==> src/rtl/stepper_pkg.sv <==
// Shared types and helpers for the N-axis stepper controller.
//   axis_state_e : per-axis state encoding
//   axw_f        : width of an axis index for a given axis count
package stepper_pkg;

    typedef enum logic [2:0] {
        ST_RESET,
        ST_HOME,
        ST_IDLE,
        ST_SETUP,
        ST_MOVE,
        ST_FAULT
    } axis_state_e;

    // A single-axis build still needs a 1-bit index port.
    function automatic int axw_f(input int n);
        return (n > 1) ? $clog2(n) : 1;
    endfunction

endpackage

==> src/rtl/stepper_axis.sv <==
// One motor channel: homing, absolute moves, limit fault handling.
// Ports:
//   sysclk_i, rst_ni            clock, async active-low reset
//   tick_i                      shared step-rate strobe
//   stop_i                      synchronised limit switch (1 = at home)
//   accept_i                    command accepted for this axis this cycle
//   cmd_home_i, cmd_pos_i       command payload
//   pu_o, dr_o, mf_o            pulse, direction (1 = away from home), motor free
//   busy_o, fault_o, idle_o     state flags
//   done_o                      one-cycle pulse on entering IDLE
//   pos_o                       current position
//
// state    | meaning
// ---------+------------------------------------------------------------
// RESET    | held in reset; windings free, leaves on first cycle after release
// HOME     | stepping toward home (DR=0) until Stop or step budget spent
// IDLE     | parked at pos, ready for a command
// SETUP    | DR settled, waiting one tick before the first pulse
// MOVE     | stepping toward tgt, one pulse every two ticks
// FAULT    | homing timeout or limit hit; windings free, needs cmd_home
module stepper_axis
    import stepper_pkg::*;
#(
    parameter int POS_W    = 10,
    parameter int POS_MAX  = 999,
    parameter int HOME_MAX = 1023
) (
    input  logic             sysclk_i,
    input  logic             rst_ni,
    input  logic             tick_i,
    input  logic             stop_i,
    input  logic             accept_i,
    input  logic             cmd_home_i,
    input  logic [POS_W-1:0] cmd_pos_i,
    output logic             pu_o,
    output logic             dr_o,
    output logic             mf_o,
    output logic             busy_o,
    output logic             fault_o,
    output logic             idle_o,
    output logic             done_o,
    output logic [POS_W-1:0] pos_o
);

    localparam int HCW = $clog2(HOME_MAX + 1);
    localparam logic [POS_W-1:0] POS_MAX_C = POS_W'(POS_MAX);

    axis_state_e      state_q, state_d;
    logic [POS_W-1:0] pos_q, pos_d;
    logic [POS_W-1:0] tgt_q, tgt_d;
    logic [HCW-1:0]   hcnt_q, hcnt_d;
    logic             pu_q, pu_d;
    logic             dr_q, dr_d;
    logic             done_q, done_d;
    logic             mf_q;
    logic [POS_W-1:0] tgt_clamped;

    assign tgt_clamped = (cmd_pos_i > POS_MAX_C) ? POS_MAX_C : cmd_pos_i;

    always_comb begin
        state_d = state_q;
        pos_d   = pos_q;
        tgt_d   = tgt_q;
        hcnt_d  = hcnt_q;
        pu_d    = pu_q;
        dr_d    = dr_q;
        done_d  = 1'b0;
        case (state_q)
            ST_RESET: begin
                state_d = ST_HOME;
                hcnt_d  = '0;
                pu_d    = 1'b0;
                dr_d    = 1'b0;
            end
            ST_HOME: begin
                dr_d = 1'b0;
                if (stop_i) begin
                    pu_d    = 1'b0;
                    pos_d   = '0;
                    state_d = ST_IDLE;
                    done_d  = 1'b1;
                end else if (hcnt_q == HCW'(HOME_MAX)) begin
                    pu_d    = 1'b0;
                    state_d = ST_FAULT;
                end else if (tick_i) begin
                    pu_d = ~pu_q;
                    if (!pu_q) hcnt_d = hcnt_q + HCW'(1);
                end
            end
            ST_IDLE: begin
                if (accept_i) begin
                    if (cmd_home_i) begin
                        state_d = ST_HOME;
                        hcnt_d  = '0;
                        pu_d    = 1'b0;
                        dr_d    = 1'b0;
                    end else begin
                        tgt_d   = tgt_clamped;
                        dr_d    = (tgt_clamped > pos_q);
                        state_d = ST_SETUP;
                    end
                end
            end
            ST_SETUP: begin
                if (tick_i) state_d = ST_MOVE;
            end
            ST_MOVE: begin
                // Only a move toward home can run into the limit switch.
                if (!dr_q && stop_i) begin
                    pu_d    = 1'b0;
                    pos_d   = '0;
                    state_d = ST_FAULT;
                end else if (tick_i) begin
                    if (pu_q) begin
                        pu_d = 1'b0;
                    end else if (pos_q == tgt_q) begin
                        state_d = ST_IDLE;
                        done_d  = 1'b1;
                    end else begin
                        pu_d  = 1'b1;
                        pos_d = dr_q ? pos_q + POS_W'(1) : pos_q - POS_W'(1);
                    end
                end
            end
            ST_FAULT: begin
                pu_d = 1'b0;
                if (accept_i && cmd_home_i) begin
                    state_d = ST_HOME;
                    hcnt_d  = '0;
                    dr_d    = 1'b0;
                end
            end
            default: state_d = ST_HOME;
        endcase
    end

    always_ff @(posedge sysclk_i or negedge rst_ni) begin
        if (!rst_ni) begin
            state_q <= ST_RESET;
            pos_q   <= '0;
            tgt_q   <= '0;
            hcnt_q  <= '0;
            pu_q    <= 1'b0;
            dr_q    <= 1'b0;
            done_q  <= 1'b0;
            mf_q    <= 1'b1;
        end else begin
            state_q <= state_d;
            pos_q   <= pos_d;
            tgt_q   <= tgt_d;
            hcnt_q  <= hcnt_d;
            pu_q    <= pu_d;
            dr_q    <= dr_d;
            done_q  <= done_d;
            mf_q    <= (state_d == ST_FAULT);
        end
    end

    assign pu_o    = pu_q;
    assign dr_o    = dr_q;
    assign mf_o    = mf_q;
    assign done_o  = done_q;
    assign pos_o   = pos_q;
    assign busy_o  = (state_q == ST_HOME) || (state_q == ST_SETUP) || (state_q == ST_MOVE);
    assign fault_o = (state_q == ST_FAULT);
    assign idle_o  = (state_q == ST_IDLE);

endmodule

==> src/rtl/stepper_axis_array.sv <==
// N-axis stepper controller top: step prescaler, limit-switch synchronisers,
// command decode / ready mux, position readback, and one stepper_axis per motor.
// Ports:
//   sysclk, rst_n                       clock, async active-low reset
//   Stop[N_AXES]                        async limit switches (1 = at home)
//   cmd_valid/cmd_ready                 command handshake
//   cmd_axis, cmd_pos, cmd_home         command payload
//   rd_axis -> rd_pos                   registered position readback
//   PU, DR, MF                          per-axis motor driver outputs
//   busy, fault, done                   per-axis status
module stepper_axis_array
    import stepper_pkg::*;
#(
    parameter int N_AXES   = 6,
    parameter int POS_W    = 10,
    parameter int POS_MAX  = 999,
    parameter int STEP_DIV = 50,
    parameter int HOME_MAX = 1023,
    localparam int AXW     = axw_f(N_AXES)
) (
    input  logic              sysclk,
    input  logic              rst_n,
    input  logic [N_AXES-1:0] Stop,
    input  logic              cmd_valid,
    output logic              cmd_ready,
    input  logic [AXW-1:0]    cmd_axis,
    input  logic [POS_W-1:0]  cmd_pos,
    input  logic              cmd_home,
    input  logic [AXW-1:0]    rd_axis,
    output logic [POS_W-1:0]  rd_pos,
    output logic [N_AXES-1:0] PU,
    output logic [N_AXES-1:0] DR,
    output logic [N_AXES-1:0] MF,
    output logic [N_AXES-1:0] busy,
    output logic [N_AXES-1:0] fault,
    output logic [N_AXES-1:0] done
);

    localparam int PSW = (STEP_DIV > 1) ? $clog2(STEP_DIV) : 1;

    logic [PSW-1:0]    psc_q, psc_d;
    logic              tick;
    logic [N_AXES-1:0] stop_s1_q, stop_s2_q;
    logic [N_AXES-1:0] idle, axis_hit, accept;
    logic              sel_idle, sel_fault;
    logic [POS_W-1:0]  pos_w [N_AXES];
    logic [POS_W-1:0]  rd_pos_q, rd_pos_d;

    assign tick  = (psc_q == PSW'(STEP_DIV - 1));
    assign psc_d = tick ? '0 : psc_q + PSW'(1);

    // Out-of-range axis numbers are always ready so a stray command is
    // swallowed instead of stalling the front end.
    always_comb begin
        axis_hit  = '0;
        sel_idle  = 1'b0;
        sel_fault = 1'b0;
        for (int i = 0; i < N_AXES; i++) begin
            if (cmd_axis == AXW'(i)) begin
                axis_hit[i] = 1'b1;
                sel_idle    = idle[i];
                sel_fault   = fault[i];
            end
        end
        cmd_ready = !(|axis_hit) || sel_idle || (sel_fault && cmd_home);
    end

    assign accept = axis_hit & {N_AXES{cmd_valid & cmd_ready}};

    always_comb begin
        rd_pos_d = '0;
        for (int i = 0; i < N_AXES; i++) begin
            if (rd_axis == AXW'(i)) rd_pos_d = pos_w[i];
        end
    end

    always_ff @(posedge sysclk or negedge rst_n) begin
        if (!rst_n) begin
            psc_q     <= '0;
            stop_s1_q <= '0;
            stop_s2_q <= '0;
            rd_pos_q  <= '0;
        end else begin
            psc_q     <= psc_d;
            stop_s1_q <= Stop;
            stop_s2_q <= stop_s1_q;
            rd_pos_q  <= rd_pos_d;
        end
    end

    assign rd_pos = rd_pos_q;

    for (genvar g = 0; g < N_AXES; g++) begin : g_axis
        stepper_axis #(
            .POS_W    (POS_W),
            .POS_MAX  (POS_MAX),
            .HOME_MAX (HOME_MAX)
        ) u_axis (
            .sysclk_i   (sysclk),
            .rst_ni     (rst_n),
            .tick_i     (tick),
            .stop_i     (stop_s2_q[g]),
            .accept_i   (accept[g]),
            .cmd_home_i (cmd_home),
            .cmd_pos_i  (cmd_pos),
            .pu_o       (PU[g]),
            .dr_o       (DR[g]),
            .mf_o       (MF[g]),
            .busy_o     (busy[g]),
            .fault_o    (fault[g]),
            .idle_o     (idle[g]),
            .done_o     (done[g]),
            .pos_o      (pos_w[g])
        );
    end

endmodule

==> config.mk <==
export PLATFORM = sky130hd
export DESIGN_NAME = stepper_axis_array
export DESIGN_NICKNAME = d
export VERILOG_FILES = /design/src/rtl/stepper_pkg.sv /design/src/rtl/stepper_axis.sv /design/src/rtl/stepper_axis_array.sv
export SDC_FILE = /design/constraint.sdc
export NUM_CORES = 1
export LEC_CHECK = 0
export CAP_MARGIN = 20
export CORE_ASPECT_RATIO = 1.1
export CORE_MARGIN = 2
export CORE_UTILIZATION = 52
export CTS_BUF_LIST = sky130_fd_sc_hd__clkbuf_2
export DETAILED_ROUTE_END_ITERATION = 8
export PLACE_DENSITY = 0.7
export SKIP_LAST_GASP = 1
export SYNTH_ARGS = -nofsm -noshare
export SYNTH_HDL_FRONTEND = slang
export SYNTH_HIERARCHICAL = 1
export SYNTH_SLANG_ARGS = --single-unit
==> constraint.sdc <==
create_clock -name sysclk -period 5.4 [get_ports sysclk]
set_clock_uncertainty 0.1 [all_clocks]
set_input_delay 1.62 -clock sysclk [delete_from_list [all_inputs] [get_ports sysclk]]
set_output_delay 1.62 -clock sysclk [all_outputs]
set_load 0.1 [all_outputs]
==> results.sh, run 1 <==
export IMPL_top_level_ports=73
export IMPL_first_iter_violations=1112
export IMPL_cp_max_fo=3
export IMPL_grt_pass1_vias=13900
export IMPL_critPathSlowestCell="clkdlybuf4s50_1"
export IMPL_synth_common_cells="244 x dfrtp_1, 149 x nor2_1, 148 x nand2_1, 118 x a21oi_1, 116 x ha_1"
export IMPL_setup_tns_ns=0
export IMPL_root_buffer="clkbuf_2"
export IMPL_die_area_um2=34300
export IMPL_max_freq_mhz=197
export IMPL_postRouteAntennaNets=0
export IMPL_grt_setup_unrepaired="no"
export IMPL_cp_end_kind="output port"
export IMPL_rows=69
export IMPL_hold_path_class="reg2reg"
export IMPL_grt_overflow=0
export IMPL_utilization_pct=57.9
export IMPL_maxCapViolCount=0
export IMPL_cp_data_required_time_ns=3.68
export IMPL_power_frac_seq_pct=39.8
export IMPL_syn_nets=1972
export IMPL_whs_ns=0.188
export IMPL_max_stage_delay_ns=0.55
export IMPL_maxSlewHeadroom_pct=31.0
export IMPL_grtUsageTotal_pct=25.2
export IMPL_p_sw_share_pct=42.2
export IMPL_cp_cell_sequence="clkdlybuf4s50_1 > mux4_2 > a31oi_1 > a32oi_2 > buf_12"
export IMPL_post_dp_cell_area_um2=18100
export IMPL_hold_buffers=0
export IMPL_cts_setup_buffers=0
export IMPL_power_net_switching_w=0.00243
export IMPL_route_detailed_drc=0
export IMPL_synth_edf_count=0
export IMPL_dp_hpwl_um=30900
export IMPL_clock_power_share_pct=24.0
export IMPL_power_internal_w=0.00333
export IMPL_critical_path_class="in2out"
export IMPL_wl_per_cell_um=17.7
export IMPL_cts_sinks=250
export IMPL_start_util_pct=52.8
export IMPL_drt_first_pass_iters=5
export IMPL_ys_seq_elements=250
export IMPL_nets=2057
export IMPL_die_y_um=194
export IMPL_netlist_instances=1824
export IMPL_avgSynthCellArea_um2=9.37
export IMPL_finalWeightedCongestion=0.907
export IMPL_drt_total_wl_um=42300
export IMPL_htree_levels=3
export IMPL_tritoncts="done"
export IMPL_dominantRegCellSynth="dfrtp_1"
export IMPL_clk_latency_ns=0.87
export IMPL_status="completed"
export IMPL_yosysUniqueCellTypes=100
export IMPL_antenna_found_initial=4
export IMPL_p_leak_nw=8.36
export IMPL_period_needed_ns=5.09
export IMPL_peakVddDrop_mv=0.300
export IMPL_min_period_over_period_pct=94.2
export IMPL_vias=14000
export IMPL_core_um2=32400
export IMPL_tightestPinTransition_ns=1.04
export IMPL_synth_area_leader_cell="dfrtp_1"
export IMPL_layout_drive_gt1_share_pct=13.5
export IMPL_critPathArrivalTime_ns=3.37
export IMPL_fin_ws_ns=0.315
export IMPL_hold_viol_final=0
export IMPL_grt_max_degree=126
export IMPL_powerDensity_nw_per_um2=308
export IMPL_clk_path_buf_depth=3
export IMPL_fillers=2885
export IMPL_dp_worst_setup_slack_ns=0.329
export IMPL_cp_start_kind="primary input"
export IMPL_grt_pass1_wl_um=70300
export IMPL_vias_per_cell=5.86
export IMPL_netlist_area_um2=17100
export IMPL_cts_resized=0
export IMPL_p_comb_share_pct=36.2
export IMPL_ys_warn_count=6
export IMPL_drv_slew=0
export IMPL_io_buffers=72
export IMPL_final_area_um2=18800
export IMPL_synth_top_area_share_pct=35.7
export IMPL_setup_viol=0
export IMPL_yosysMostFrequentCell="dfrtp_1"
export IMPL_ys_seq_area_share_pct=36.6
export IMPL_netlist_top_cells_area="dfrtp_1 36%, ha_1 8.5%, xnor2_1 5.0%, a21oi_1 3.5%, nor2_1 3.3%"
export IMPL_synthArstFlopShare_pct=100
export IMPL_syn2layout_area_growth_pct=9.71
export IMPL_cts_made_buffers=71
export IMPL_cts_clk_slew_worst_paths_ns=0.11
export IMPL_die_x_um=177
[state kept, by name (all words and copies together), names as in the netlist]
| name | flops |
|---|---|
| rd_pos | 10 |
| stop_s2_q | 6 |
| g_axis.u_axis/hcnt_q | 60 |
| g_axis.u_axis/dr_o | 6 |
| g_axis.u_axis/tgt_q | 60 |
| g_axis.u_axis/pu_o | 6 |
| psc_q | 6 |
| g_axis.u_axis/mf_o | 6 |
| g_axis.u_axis/done_o | 6 |
| g_axis.u_axis/pos_o | 60 |
| g_axis.u_axis/state_q | 18 |
| stop_s1_q | 6 |
[metal layers]
| metal | vias to the layer above | share of wire [%] | global-route usage (%) |
|---|---|---|---|
| met1 | 6768 | 45 | 34.2 |
| met3 | 83 | 6.3 | 5.22 |
| met2 | 377 | 45 | 39.0 |
| li1 | 6764 | - | - |
| met4 | 4 | 3.4 | 10.8 |
| met5 | - | 0.054 | 0 |
[worst max-delay path: cells and delay by family]
family	cells	cell delay, ns
buf+inv	2	0.76
compound gates	2	0.45
mux	1	0.53
[cells in the final DEF (no fill, tap or decap), drive strengths merged, types with 59 or more instances in the layout]
master,synthesis,final
a21oi,121,121
clkbuf,49,101
clkdlybuf4s50,0,68
dfrtp,244,244
ha,116,116
inv,99,102
mux2,59,59
nand2,149,149
nor2,153,153
o21ai,114,114
xnor2,98,98
[per-stage QoR]
stage	power [W]	cells
after floorplan	0.00392	1824
after global placement	0.00437	2262
after detailed placement	0.00441	2262
after CTS	0.00582	2385
after global routing	0.00616	2386
final	0.00577	2387
[power by group through the flow]
| stage | clock, W | combinational (W) | sequential [W] |
|---|---|---|---|
| after floorplan | 0 | 0.00150 | 0.00242 |
| after global placement | 0 | 0.00205 | 0.00232 |
| after detailed placement | 0 | 0.00208 | 0.00233 |
| after CTS | 0.00144 | 0.00209 | 0.00229 |
| after global routing | 0.00155 | 0.00227 | 0.00233 |
| final | 0.00139 | 0.00209 | 0.00229 |
[cell type report]
cell class / instances / area [um2] / area share, %
diodes: 2 / 5.00 / 0.0267
clock buffers: 101 / 505 / 2.70
clock inverters: 22 / 118 / 0.627
inverters: 103 / 387 / 2.06
multi-input cells: 1387 / 10000 / 53.4
flip-flops and latches: 250 / 6260 / 33.4
well taps: 426 / 533 / 2.84
repair buffers: 96 / 936 / 4.99
[cell families after synthesis]
group | after synthesis | share of synthesized area [%]
buf+inv | 187 | 4.89
compound gates | 467 | 18.9
xor+xnor | 147 | 7.53
simple gates | 572 | 17.7
mux | 79 | 5.15
fa+ha+maj | 122 | 9.19
flops | 250 | 36.6
[path summary, 6_finish.rpt]
kind / start / end / slack [ns] / depth (start not counted)
min in group asynchronous: rst_n / g_axis[3].u_axis/tgt_q[6] / 0.75 / 1
max in group asynchronous: rst_n / g_axis[2].u_axis/tgt_q[5] / 3.57 / 2
hold / removal: stop_s1_q[1] / stop_s2_q[1] / 0.19 / 0
setup reg to reg: g_axis[1].u_axis/state_q[2] / g_axis[1].u_axis/hcnt_q[2] / 1.57 / 13
hold reg to reg: stop_s1_q[1] / stop_s2_q[1] / 0.19 / 0
setup / recovery: cmd_axis[0] / cmd_ready / 0.31 / 5
No activity file was read; power rests on OpenSTA's default activity.
==> inputs of run 2 (changes only) <==
--- a/config.mk
+++ b/config.mk
@@ -15,5 +15,4 @@
 export SKIP_LAST_GASP = 1
 export SYNTH_ARGS = -nofsm -noshare
 export SYNTH_HDL_FRONTEND = slang
-export SYNTH_HIERARCHICAL = 1
 export SYNTH_SLANG_ARGS = --single-unit
==> run 2 against run 1 <==
Compared with the run above:
- routed wire length grew 4.3%
- clock power about the same
- total power grew 8.4%
- highest routed layer is now met4
- largest power group unchanged
- sequential share of layout area rose by 0.55 points
- critical endpoint unchanged
- combinational power is 15% higher
- register-to-register slack better by 0.30 ns
==> results.sh, run 2 <==
export IMPL_cp_max_fo=6
export IMPL_cts_made_buffers=69
export IMPL_ys_seq_elements=250
export IMPL_cts_setup_buffers=0
export IMPL_core_um2=32000
export IMPL_instances_no_fill=2402
export IMPL_reg2regPathDepth=8
export IMPL_yosys_area_share_simple_pct=18.1
export IMPL_critical_path_class="in2out"
export IMPL_dominantRegCellSynth="dfrtp_1"
export IMPL_min_from="stop_s1_q[1]"
export IMPL_io_buffers=72
export IMPL_finalWeightedCongestion=0.905
export IMPL_vias=14200
export IMPL_vias_per_cell=5.90
export IMPL_wl_per_cell_um=18.4
export IMPL_synth_common_cells="244 x dfrtp_1, 167 x o21ai_0, 160 x nand2_1, 130 x nor2_1, 116 x ha_1"
export IMPL_r2r_setup_slack_ns=1.87
export IMPL_die_area_um2=33800
export IMPL_clock_power_share_pct=22.2
export IMPL_cp_end_kind="output port"
export IMPL_critPathArrivalTime_ns=3.58
export IMPL_cp_data_required_time_ns=3.68
export IMPL_synth_top_family_by_area="compound AO/OA/AOI/OAI gates"
export IMPL_cts_clk_slew_worst_paths_ns=0.10
export IMPL_synth_edf_count=0
export IMPL_start_util_pct=52.5
export IMPL_cp_cell_sequence="clkdlybuf4s50_1 > or3b_2 > o21ai_0 > a21o_1 > a21oi_4 > or2_2 > buf_12"
export IMPL_maxCapViolCount=0
export IMPL_top_level_ports=73
export IMPL_tightestPinTransition_ns=1.09
export IMPL_clk_path_buf_depth=3
export IMPL_hold_path_class="reg2reg"
export IMPL_critical_path_top_delay_family="simple AND/OR/NAND/NOR gates"
export IMPL_ys_seq_area_share_pct=37.3
export IMPL_drt_first_pass_iters=6
export IMPL_rows=69
export IMPL_cp_start_kind="primary input"
export IMPL_netlist_area_um2=16800
export IMPL_netlist_top_cells_area="dfrtp_1 36%, ha_1 8.6%, o21ai_0 5.0%, mux2_2 4.6%, nand2_1 3.6%"
export IMPL_hold_buffers=0
export IMPL_period_needed_ns=5.30
export IMPL_avgSynthCellArea_um2=9.09
export IMPL_power_net_switching_w=0.00273
export IMPL_hold_viol_final=0
export IMPL_setup_tns_ns=0
export IMPL_ys_warn_count=0
export IMPL_final_area_um2=18400
export IMPL_layout_common_cells="244 x dfrtp_1, 167 x o21ai_0, 160 x nand2_1"
export IMPL_dp_hpwl_um=31800
export IMPL_antenna_found_initial=2
export IMPL_nets=2074
export IMPL_first_iter_violations=1062
export IMPL_critPathSlowestCell="clkdlybuf4s50_1"
export IMPL_grt_max_degree=98
export IMPL_min_period_over_period_pct=98.2
export IMPL_max_stage_delay_ns=0.51
export IMPL_r2r_start="g_axis[2].u_axis.state_q[1]"
export IMPL_die_x_um=175
export IMPL_synth_xor_area_share_pct=4.79
export IMPL_synthAdderAreaFrac_pct=9.35
export IMPL_synthArstFlopShare_pct=100
export IMPL_netlist_instances=1849
export IMPL_final_common_cell="dfrtp_1"
export IMPL_status="completed"
export IMPL_p_sw_share_pct=43.7
export IMPL_synthMuxAreaShare_pct=6.33
export IMPL_worstHoldPathCells=0
export IMPL_synth_area_leader_cell="dfrtp_1"
export IMPL_tritoncts="done"
export IMPL_yosysMostFrequentCell="dfrtp_1"
export IMPL_synth_compound_area_share_pct=18.5
export IMPL_dpl_cell_count=2281
export IMPL_cts_sinks=250
export IMPL_maxSlewHeadroom_pct=26.3
export IMPL_htree_levels=3
export IMPL_powerDensity_nw_per_um2=339
export IMPL_grt_setup_unrepaired="no"
export IMPL_grtUsageTotal_pct=26.7
export IMPL_cts_resized=0
export IMPL_hold_end="stop_s2_q[1]"
export IMPL_p_comb_share_pct=38.5
export IMPL_route_detailed_drc=0
export IMPL_power_frac_seq_pct=39.3
export IMPL_grt_overflow=0
export IMPL_r2r_end="g_axis[0].u_axis.hcnt_q[2]"
export IMPL_grt_pass1_vias=14100
export IMPL_drt_total_wl_um=44100
export IMPL_cp_num_buf_inv=2
export IMPL_syn2layout_area_growth_pct=9.77
export IMPL_grt_pass1_wl_um=72300
export IMPL_yosysUniqueCellTypes=90
export IMPL_layout_drive_gt1_share_pct=12.8
export IMPL_fillers=2860
export IMPL_root_buffer="clkbuf_2"
export IMPL_synth_top_area_share_pct=36.3
export IMPL_p_leak_nw=8.42
export IMPL_setup_viol=0
export IMPL_post_dp_cell_area_um2=17800
export IMPL_power_internal_w=0.00352
export IMPL_die_y_um=193
export IMPL_peakVddDrop_mv=0.142
export IMPL_drv_slew=0
export IMPL_postRouteAntennaNets=0
export IMPL_clk_latency_ns=0.91
export IMPL_max_freq_mhz=189
export IMPL_syn_nets=1997
==> run 2: cell types whose count changed in the layout (fill, tap and decap cells not counted), sizes merged, moves of 19 or more <==
cell,delta
nor3,+20
xnor2,-53
o21ai,+57
nor2,-23
and3,+22
a21oi,-27
a211oi,-19
==> run 2: metrics by stage <==
step	hold slack [ns]	worst slack, ns	power [W]	utilization [%]
after floorplan	0.231	0.384	0.00429	-
after global placement	0.235	0.163	0.00481	55.6
after detailed placement	0.235	0.106	0.00487	55.6
after CTS	0.265	0.0918	0.00628	57.6
after global routing	0.269	0.0262	0.00667	57.6
final	0.264	0.0988	0.00625	57.6
==> run 2: power by group through the flow <==
stage / Combinational, W / Clock (W) / Sequential (W)
2_1_floorplan: 0.00198 / 0 / 0.00231
3_3_place_gp: 0.00233 / 0 / 0.00248
3_5_place_dp: 0.00238 / 0 / 0.00249
4_1_cts: 0.00239 / 0.00144 / 0.00245
5_1_grt: 0.00262 / 0.00154 / 0.00250
6_report: 0.00241 / 0.00139 / 0.00246
==> run 2: worst max path at each step <==
stage	from	to	slack, ns	cells after the start
after detailed placement	cmd_axis[0]	cmd_ready	0.11	7
after floorplan	cmd_axis[2]	cmd_ready	0.38	6
after global routing	cmd_axis[1]	cmd_ready	0.03	8
after global placement	cmd_axis[0]	cmd_ready	0.16	7
final	cmd_axis[0]	cmd_ready	0.1	7
after CTS	cmd_axis[0]	cmd_ready	0.09	7
==> run 2: metal layers <==
metal / track usage (%) / vias to the layer above / part of all wire, %
met5: 0 / - / 0
met3: 4.69 / 94 / 6.0
met4: 10.1 / 0 / 2.7
li1: - / 6828 / -
met2: 44.0 / 401 / 46
met1: 35.4 / 6852 / 45
==> run 2: layout make-up <==
type | count | area, um2 | share of cell area, %
Antenna cell | 2 | 5.00 | 0.0271
Clock buffer | 95 | 475 | 2.58
Clock inverter | 24 | 149 | 0.807
Inverter | 114 | 428 | 2.32
Multi-Input combinational cell | 1386 | 9600 | 52.0
Sequential cell | 250 | 6260 | 34.0
Tap cell | 426 | 533 | 2.89
Timing Repair Buffer | 105 | 996 | 5.40
==> run 2: logic make-up (layout without fill, tap and decap cells) <==
| group | after synthesis | in the layout |
|---|---|---|
| flip-flops | 250 | 250 |
| multiplexers | 94 | 94 |
| XOR/XNOR | 92 | 92 |
| other | 0 | 2 |
| buffers and inverters | 213 | 338 |
| AO/OA/AOI/OAI | 483 | 483 |
| adder cells (fa/ha/maj) | 122 | 122 |
| AND/OR/NAND/NOR | 595 | 595 |
==> inputs of run 3 (changes only) <==
--- a/config.mk
+++ b/config.mk
@@ -8,10 +8,11 @@
 export CAP_MARGIN = 20
 export CORE_ASPECT_RATIO = 1.1
 export CORE_MARGIN = 2
-export CORE_UTILIZATION = 52
+export CORE_UTILIZATION = 60
 export CTS_BUF_LIST = sky130_fd_sc_hd__clkbuf_2
+export CTS_CLUSTER_SIZE = 25
 export DETAILED_ROUTE_END_ITERATION = 8
-export PLACE_DENSITY = 0.7
+export PLACE_DENSITY = 0.79
 export SKIP_LAST_GASP = 1
 export SYNTH_ARGS = -nofsm -noshare
 export SYNTH_HDL_FRONTEND = slang
==> run 3 against run 2 <==
Compared with the run above:
- sequential power hardly changed
- count of clock-buffer cells in the layout is 12 higher
- largest cell class unchanged
- final cell count is 2.5% lower
- critical endpoint unchanged
- highest routed layer unchanged
- die area is 13% lower
==> results.sh, run 3 (synthesized netlist as in run 2, its figures left out) <==
export IMPL_tightestPinTransition_ns=1.12
export IMPL_cts_clk_slew_worst_paths_ns=0.08
export IMPL_rows=64
export IMPL_layout_drive_gt1_share_pct=12.9
export IMPL_post_dp_cell_area_um2=17700
export IMPL_dp_hpwl_um=31200
export IMPL_clock_power_share_pct=22.4
export IMPL_peakVddDrop_mv=0.259
export IMPL_die_y_um=180
export IMPL_reg2regPathDepth=7
export IMPL_grt_max_degree=120
export IMPL_drt_first_pass_iters=7
export IMPL_hold_buffers=0
export IMPL_cts_sinks=250
export IMPL_route_detailed_drc=0
export IMPL_top_level_ports=73
export IMPL_r2r_setup_slack_ns=1.84
export IMPL_cp_data_required_time_ns=3.68
export IMPL_grt_pass1_vias=13900
export IMPL_hold_path_class="reg2reg"
export IMPL_hold_end="stop_s2_q[5]"
export IMPL_hold_viol_final=0
export IMPL_maxCapViolCount=0
export IMPL_final_area_um2=18400
export IMPL_start_util_pct=60.7
export IMPL_grt_overflow=0
export IMPL_die_area_um2=29400
export IMPL_vias=14600
export IMPL_power_net_switching_w=0.00275
export IMPL_critical_path_top_delay_family="simple AND/OR/NAND/NOR gates"
export IMPL_setup_viol=0
export IMPL_syn2layout_area_growth_pct=9.21
export IMPL_cts_setup_buffers=0
export IMPL_clk_latency_ns=0.90
export IMPL_max_stage_delay_ns=0.45
export IMPL_critPathArrivalTime_ns=3.55
export IMPL_max_freq_mhz=190
export IMPL_layout_common_cells="244 x dfrtp_1, 167 x o21ai_0, 160 x nand2_1"
export IMPL_final_common_cell="dfrtp_1"
export IMPL_grt_setup_unrepaired="no"
export IMPL_power_frac_seq_pct=39.2
export IMPL_r2r_end="g_axis[0].u_axis.hcnt_q[4]"
export IMPL_core_um2=27700
export IMPL_die_x_um=164
export IMPL_cp_start_kind="primary input"
export IMPL_tritoncts="done"
export IMPL_maxSlewHeadroom_pct=25.7
export IMPL_antenna_found_initial=1
export IMPL_clk_path_buf_depth=3
export IMPL_powerDensity_nw_per_um2=341
export IMPL_critPathSlowestCell="or3b_4"
export IMPL_p_sw_share_pct=43.9
export IMPL_cts_made_buffers=71
export IMPL_postRouteAntennaNets=0
export IMPL_grt_pass1_wl_um=70100
export IMPL_wl_per_cell_um=18.6
export IMPL_root_buffer="clkbuf_2"
export IMPL_p_leak_nw=8.43
export IMPL_min_period_over_period_pct=97.5
export IMPL_nets=2073
export IMPL_setup_tns_ns=0
export IMPL_grtUsageTotal_pct=29.7
export IMPL_cts_resized=0
export IMPL_status="completed"
export IMPL_cp_cell_sequence="clkdlybuf4s50_1 > buf_4 > nor3_2 > or3b_4 > o2111a_4 > a21oi_4 > or2_2 > buf_12"
export IMPL_cp_max_fo=8
export IMPL_cp_end_kind="output port"
export IMPL_first_iter_violations=1480
export IMPL_drt_total_wl_um=43600
export IMPL_r2r_start="g_axis[2].u_axis.state_q[1]"
export IMPL_power_internal_w=0.00351
export IMPL_drv_slew=0
export IMPL_finalWeightedCongestion=0.926
export IMPL_min_from="stop_s1_q[5]"
export IMPL_worstHoldPathCells=0
export IMPL_vias_per_cell=6.24
export IMPL_io_buffers=72
export IMPL_p_comb_share_pct=38.3
export IMPL_critical_path_class="in2out"
export IMPL_cp_num_buf_inv=3
export IMPL_htree_levels=3
export IMPL_period_needed_ns=5.27
==> run 3: how the worst max path moves through the flow <==
stage	startpoint	endpoint	slack (ns)	depth (start not counted)
final	cmd_axis[1]	cmd_ready	0.13	8
after global routing	cmd_axis[1]	cmd_ready	0.05	8
after CTS	cmd_axis[0]	cmd_ready	0.07	7
after detailed placement	cmd_axis[0]	cmd_ready	0.07	7
after global placement	cmd_axis[0]	cmd_ready	0.11	7
after floorplan	cmd_axis[2]	cmd_ready	0.38	6
==> run 3: stage by stage <==
step                      setup slack (ns)  cells  utilization [%]  hold WS [ns]  power [W]
after floorplan                      0.384   1849                -         0.231    0.00429
after global routing                0.0518   2341             66.2         0.243    0.00664
after detailed placement            0.0739   2214             63.9         0.236    0.00485
after CTS                           0.0666   2339             66.2         0.248    0.00626
final                                0.132   2341             66.2         0.251    0.00626
after global placement               0.108   2214             63.9         0.233    0.00477
==> run 3: power by group through the flow <==
stage / combinational, W / clock (W) / sequential, W
after detailed placement: 0.00237 / 0 / 0.00248
after global placement: 0.00230 / 0 / 0.00247
after floorplan: 0.00198 / 0 / 0.00231
after global routing: 0.00260 / 0.00155 / 0.00250
final: 0.00240 / 0.00141 / 0.00246
after CTS: 0.00238 / 0.00144 / 0.00245
==> run 3: cell type report <==
cell class                      count  area (um2)
Sequential cell                   250        6260
Inverter                          114         428
Timing Repair Buffer              102         976
Clock buffer                      107         536
Antenna cell                        1        2.50
Tap cell                          363         454
Fill cell                        2264        9350
Clock inverter                     18        96.3
Multi-Input combinational cell   1386        9600
==> run 3: worst reg2reg max path, delay by kind of cell (launching register included) <==
family / cells / cell delay (ns)
flops: 1 / 0.64
compound gates: 4 / 1.56
simple gates: 3 / 1.18
==> run 3: layer usage <==
layer  up-vias  track usage, %  wire length (um)
li1       6825               -                 -
met1      7108            40.3             18600
met2       568            48.0             20600
met3       102            4.89              3120
met4         0            10.8              1230
met5         -               0                 0
